[config.mk]
export PLATFORM = sky130hd
export DESIGN_NAME = key_note_sel
export DESIGN_NICKNAME = d
export VERILOG_FILES = /design/src/rtl/piano_pkg.sv /design/src/rtl/key_debounce.sv /design/src/rtl/key_note_sel.sv
export SDC_FILE = /design/constraint.sdc
export NUM_CORES = 1
export LEC_CHECK = 0
export BUFFER_PORTS_ARGS = -buffer_cell sky130_fd_sc_hd__buf_2
export CORE_MARGIN = 4
export CORE_UTILIZATION = 58
export CTS_BUF_LIST = sky130_fd_sc_hd__clkbuf_8
export CTS_CLUSTER_SIZE = 10
export DETAILED_ROUTE_END_ITERATION = 6
export PLACE_DENSITY_LB_ADDON = 0.08
export SETUP_SLACK_MARGIN = 0.05
export SLEW_MARGIN = 20
export SYNTH_ARGS = -nofsm -noshare
export SYNTH_HDL_FRONTEND = slang
export SYNTH_SLANG_ARGS = --single-unit
[constraint.sdc]
create_clock -name clk -period 3.15 [get_ports clk]
set_input_delay 0.4725 -clock clk [delete_from_list [all_inputs] [get_ports clk]]
set_output_delay 0.4725 -clock clk [all_outputs]
set_load 0.005 [all_outputs]
[src/rtl/piano_pkg.sv]
// Shared piano definitions: key indices, half-period table and note FSM states.
package piano_pkg;

   localparam int unsigned NUM_KEYS = 8;
   localparam int unsigned IDX_W    = 3;
   localparam int unsigned HP_W     = 19;

   // Key index constants, bit position in the keys bus
   localparam logic [IDX_W-1:0] KEY_C4  = 3'd0;
   localparam logic [IDX_W-1:0] KEY_D4  = 3'd1;
   localparam logic [IDX_W-1:0] KEY_E4  = 3'd2;
   localparam logic [IDX_W-1:0] KEY_F4  = 3'd3;
   localparam logic [IDX_W-1:0] KEY_FS4 = 3'd4;
   localparam logic [IDX_W-1:0] KEY_G4  = 3'd5;
   localparam logic [IDX_W-1:0] KEY_A4  = 3'd6;
   localparam logic [IDX_W-1:0] KEY_B4  = 3'd7;

   // Half-period terminal counts at 50 MHz
   localparam logic [HP_W-1:0] HP_C4  = 19'd95554;
   localparam logic [HP_W-1:0] HP_D4  = 19'd85130;
   localparam logic [HP_W-1:0] HP_E4  = 19'd75841;
   localparam logic [HP_W-1:0] HP_F4  = 19'd71585;
   localparam logic [HP_W-1:0] HP_FS4 = 19'd67569;
   localparam logic [HP_W-1:0] HP_G4  = 19'd63774;
   localparam logic [HP_W-1:0] HP_A4  = 19'd56817;
   localparam logic [HP_W-1:0] HP_B4  = 19'd50618;

   typedef enum logic {
      ST_IDLE   = 1'b0,
      ST_ACTIVE = 1'b1
   } note_state_t;

   // Table lookup: key index to half-period terminal count
   function automatic logic [HP_W-1:0] half_period_of(input logic [IDX_W-1:0] idx);
      logic [HP_W-1:0] hp;
      case (idx)
         KEY_C4:  hp = HP_C4;
         KEY_D4:  hp = HP_D4;
         KEY_E4:  hp = HP_E4;
         KEY_F4:  hp = HP_F4;
         KEY_FS4: hp = HP_FS4;
         KEY_G4:  hp = HP_G4;
         KEY_A4:  hp = HP_A4;
         default: hp = HP_B4;
      endcase
      return hp;
   endfunction

endpackage

[src/rtl/key_debounce.sv]
// One key: 2-flop synchronizer followed by a saturating stability counter.
module key_debounce #(
   parameter int unsigned DEBOUNCE_CYCLES = 1000000
) (
   input  logic clk,
   input  logic rst,
   input  logic key,
   output logic stable
);

   localparam int unsigned    CW      = (DEBOUNCE_CYCLES < 2) ? 1 : $clog2(DEBOUNCE_CYCLES + 1);
   localparam logic [CW-1:0]  CNT_MAX = CW'(DEBOUNCE_CYCLES);

   logic          sync1;
   logic          sync2;
   logic [CW-1:0] cnt;

   // Synchronize, then accept a change only after DEBOUNCE_CYCLES consecutive differing samples
   always_ff @(posedge clk) begin
      if (rst) begin
         sync1  <= 1'b0;
         sync2  <= 1'b0;
         cnt    <= '0;
         stable <= 1'b0;
      end else begin
         sync1 <= key;
         sync2 <= sync1;
         if (sync2 == stable) begin
            cnt <= '0;
         end else if (cnt >= CNT_MAX - CW'(1)) begin
            stable <= sync2;
            cnt    <= '0;
         end else begin
            cnt <= cnt + CW'(1);
         end
      end
   end

endmodule

[src/rtl/key_note_sel.sv]
// Debounced 8-key piano front end: priority note select, note FSM and half-period lookup.
module key_note_sel
   import piano_pkg::*;
#(
   parameter int unsigned DEBOUNCE_CYCLES = 1000000
) (
   input  logic                clk,
   input  logic                rst,
   input  logic [NUM_KEYS-1:0] keys,
   output logic                note_on,
   output logic [IDX_W-1:0]    note_idx,
   output logic [HP_W-1:0]     half_period,
   output logic                note_change
);

   logic [NUM_KEYS-1:0] db;
   logic [IDX_W-1:0]    sel;
   note_state_t         state;

   for (genvar i = 0; i < NUM_KEYS; i++) begin : g_key
      key_debounce #(
         .DEBOUNCE_CYCLES (DEBOUNCE_CYCLES)
      ) u_debounce (
         .clk    (clk),
         .rst    (rst),
         .key    (keys[i]),
         .stable (db[i])
      );
   end

   // Fixed priority: lowest-index debounced key wins
   always_comb begin
      sel = '0;
      for (int i = NUM_KEYS - 1; i >= 0; i--) begin
         if (db[i]) sel = IDX_W'(i);
      end
   end

   // Note FSM; idx/half_period hold in IDLE so the tone finishes its half-cycle
   always_ff @(posedge clk) begin
      if (rst) begin
         state       <= ST_IDLE;
         note_on     <= 1'b0;
         note_idx    <= KEY_C4;
         half_period <= HP_C4;
         note_change <= 1'b0;
      end else begin
         note_change <= 1'b0;
         case (state)
            ST_IDLE: begin
               if (|db) begin
                  state       <= ST_ACTIVE;
                  note_on     <= 1'b1;
                  note_idx    <= sel;
                  half_period <= half_period_of(sel);
                  note_change <= 1'b1;
               end
            end
            ST_ACTIVE: begin
               if (db == '0) begin
                  state       <= ST_IDLE;
                  note_on     <= 1'b0;
                  note_change <= 1'b1;
               end else if (sel != note_idx) begin
                  note_idx    <= sel;
                  half_period <= half_period_of(sel);
                  note_change <= 1'b1;
               end
            end
            default: begin
               state   <= ST_IDLE;
               note_on <= 1'b0;
            end
         endcase
      end
   end

endmodule

==> results.ini <==
[outcome]
status=finished clean

[cells_and_area]
multi_input_area_mm2=0.00479
nNetsFinal=1131
final_cell_mix=207 x dfxtp_1, 203 x nor2_1, 79 x xor2_1
layout.cells.most_common=dfxtp_1
regArea_mm2=0.00414
drive_above_1_share_pct=10.2
diodes=0
syn2layout_area_growth_pct=11.3
nFillCells=1343

[sta]
hold_viol=0
rsz0062_at_grt=no
whs_ps=179
fin_crit_ps=2530
finalSetupViolCount=0
max_freq_mhz=396
slew_headroom_pct=50.2
max_slew.worst_pin.slew_ps=742
slew_viol_final=0
finalSetupTns_ps=0
min_period_over_period_pct=80.2
setup_ws_ps=623
fin_worst_skew_ps=19.5

[clock_tree]
cts.sinks=207
cts_resized=0
path_clk_slew_ps=60
clock_path_buffers=3
clk_latency_ps=510
cts_tree=done
post_cts_buffers=0
cts_buffers=35
ctsRootBufferMaster=clkbuf_8
cts_hold_buf=0
htree_levels=2

[power_and_ir_drop]
peakVddDrop_mv=0.394
power_density_mw_per_mm2=493
power_mw=5.08
p_leak_nw=3.62

[logic_synthesis]
synthCells=1064
synthAdderAreaFrac_pct=2.30
synth_compound_area_share_pct=7.73
syn_area_per_cell_um2=8.69
synth_seq_cells=207
ys.flop_type=dfxtp_1
syn_area_mm2=0.00924
synth_edf_count=0
async_flop_share_pct=0
synth-simple-area-share_pct=25.9
synth-seq-area-share_pct=44.8
synth_xor_area_share_pct=13.8
synth_top_area_share_pct=44.8
ys_types=52
yosys-top-cells-area=dfxtp_1 45%, nor2_1 8.2%, xor2_1 7.5%
yosysTopAreaCell=dfxtp_1
synth_top_family_by_area=simple AND/OR/NAND/NOR gates
yosysWarnings=0
synthMuxAreaShare_pct=1.89

[min_path]
hold_class=in2reg
min_to=g_key[1].u_debounce.sync1$_SDFF_PP0_
whs_path_depth=2
worst_hold_startpoint=keys[1]

[detailed_routing]
antenna_left=0
wl_met1_um=8300
dr_wl_met3_um=696
finalWirelength_um=16600
wl_per_cell_um=12.5
drtPass1Iterations=4
met2_length_um=7270
viasPerCell=5.26
vias=7023
drt_iter0_drc=316
drc=0
top_layer_used=met4

[worst_setup_path]
crit_path_start_kind=flop
crit_required_ps=3530
critPathMaxFanout=8
r2r_slack_ps=620
worst-r2r-cell-count=10
crit_type=reg2reg
timing.rr.start=g_key[0].u_debounce.stable$_SDFFE_PP0P_
rr_endpoint=half_period[10]$_SDFFE_PP1P_
critical_path.endpoint_type=flop
startpoint=g_key[0].u_debounce.stable$_SDFFE_PP0P_
critPathArrivalTime_ps=2910

[global_routing]
overflow=0
grt_pass1_wl_um=28800
grt_max_degree=53
grt_use_total_pct=18.7
antenna_found_initial=0
grt_pass1_vias=6456

[placed_design]
numPortBuffers=31
pre_cts_ws_ps=683
place_hpwl_um=11200
gp_congestion=0.847

[job]
cap_viol_max_count=0

[floorplanning]
die_h_um=134
dieWidth_um=134
rows=45
start_util_pct=59.9
ioPinCount=34
coreArea_mm2=0.0154
die-area_mm2=0.0180

-- worst max-delay path, cell delays in order, from the launching register on --
cell and delay, ps:
dfxtp_1 480, inv_1 130, a22o_1 270, nor2_1 250
inv_1 160, ha_1 290, nor2_1 130, o21ai_0 140
or3_1 330, a21oi_1 150, mux2i_1 70
-- kinds of logic after synthesis --
logic type | count (synthesis)
compound gates | 107
xor+xnor | 146
fa+ha+maj | 17
buf+inv | 75
flops | 207
mux | 17
other cells | 1
simple gates | 494
-- power breakdown --
group | leakage, nW | total (mW) | switching, mW | internal (mW)
Combinational | 1.57 | 0.0614 | 0.0386 | 0.0228
Sequential | 1.67 | 2.64 | 0.00656 | 2.63
Clock | 0.382 | 2.38 | 1.02 | 1.36
Total | 3.62 | 5.08 | 1.07 | 4.01
-- cell usage after synthesis (2+ instances only) --
library cell and instances:
or3b_2 6, a221oi_1 2, or4_4 2, nand4_1 28
nand2b_1 9, inv_1 31, o41ai_1 2, xnor2_1 67
mux2_1 2, a2111o_1 2, nor3b_1 2, and3_1 20
or3_1 6, ha_1 17, or2_2 6, and4_1 11
buf_2 2, o211ai_1 5, dfxtp_1 207, a31oi_1 2
nand3_1 58, a2111oi_0 2, a221o_1 2, mux2_2 2
nand2_1 61, clkbuf_1 37, a211oi_1 30, buf_6 2
o21ai_0 28, nor2_1 203, xor2_1 79, nor3_1 28
nor2b_1 24, and2_1 5, a21oi_1 20, or4_1 8
mux2i_1 13, a22oi_1 2, buf_4 2, nor4_1 13
nand3b_1 2, o21bai_1 4
-- registers in the layout, summed over array words and instances (netlist names) --
name,count
g_key.u_debounce.cnt,160
g_key.u_debounce.stable,8
g_key.u_debounce.sync1,8
g_key.u_debounce.sync2,8
half_period,17
note_change,1
note_idx,3
note_on,1
state,1
-- routing by layer --
metal	GRT usage (%)	up-vias
met3	4.65	33
met5	0	-
li1	-	3702
met1	25.5	3204
met2	28.9	84
met4	6.56	0
-- layout make-up --
cell class	instances	area share [%]
Timing Repair Buffer	46	2.72
Sequential cell	207	40.3
Inverter	31	1.13
Clock inverter	11	0.766
Multi-Input combinational cell	783	46.5
Clock buffer	45	6.02
Tap cell	211	2.57
-- per-stage QoR --
stage | util (%) | area (um2) | cells
finish | 66.7 | 10300 | 1334
global route | 66.7 | 10300 | 1334
CTS | 66.7 | 10300 | 1334
detailed placement | 62.2 | 9590 | 1278
global placement | 62.2 | 9590 | 1278
floorplan | - | 9250 | 1065
-- worst max-delay path by stage --
stage / end / cells past startpoint / slack (ps)
3_3_place_gp: half_period[10]$_SDFFE_PP1P_ / 10 / 780
6_report: half_period[10]$_SDFFE_PP1P_ / 10 / 620
4_1_cts: half_period[10]$_SDFFE_PP1P_ / 10 / 630
2_1_floorplan: half_period[10]$_SDFFE_PP1P_ / 10 / 820
3_5_place_dp: half_period[10]$_SDFFE_PP1P_ / 10 / 680
5_1_grt: half_period[10]$_SDFFE_PP1P_ / 10 / 280
Power figures use the tool's default switching activity.
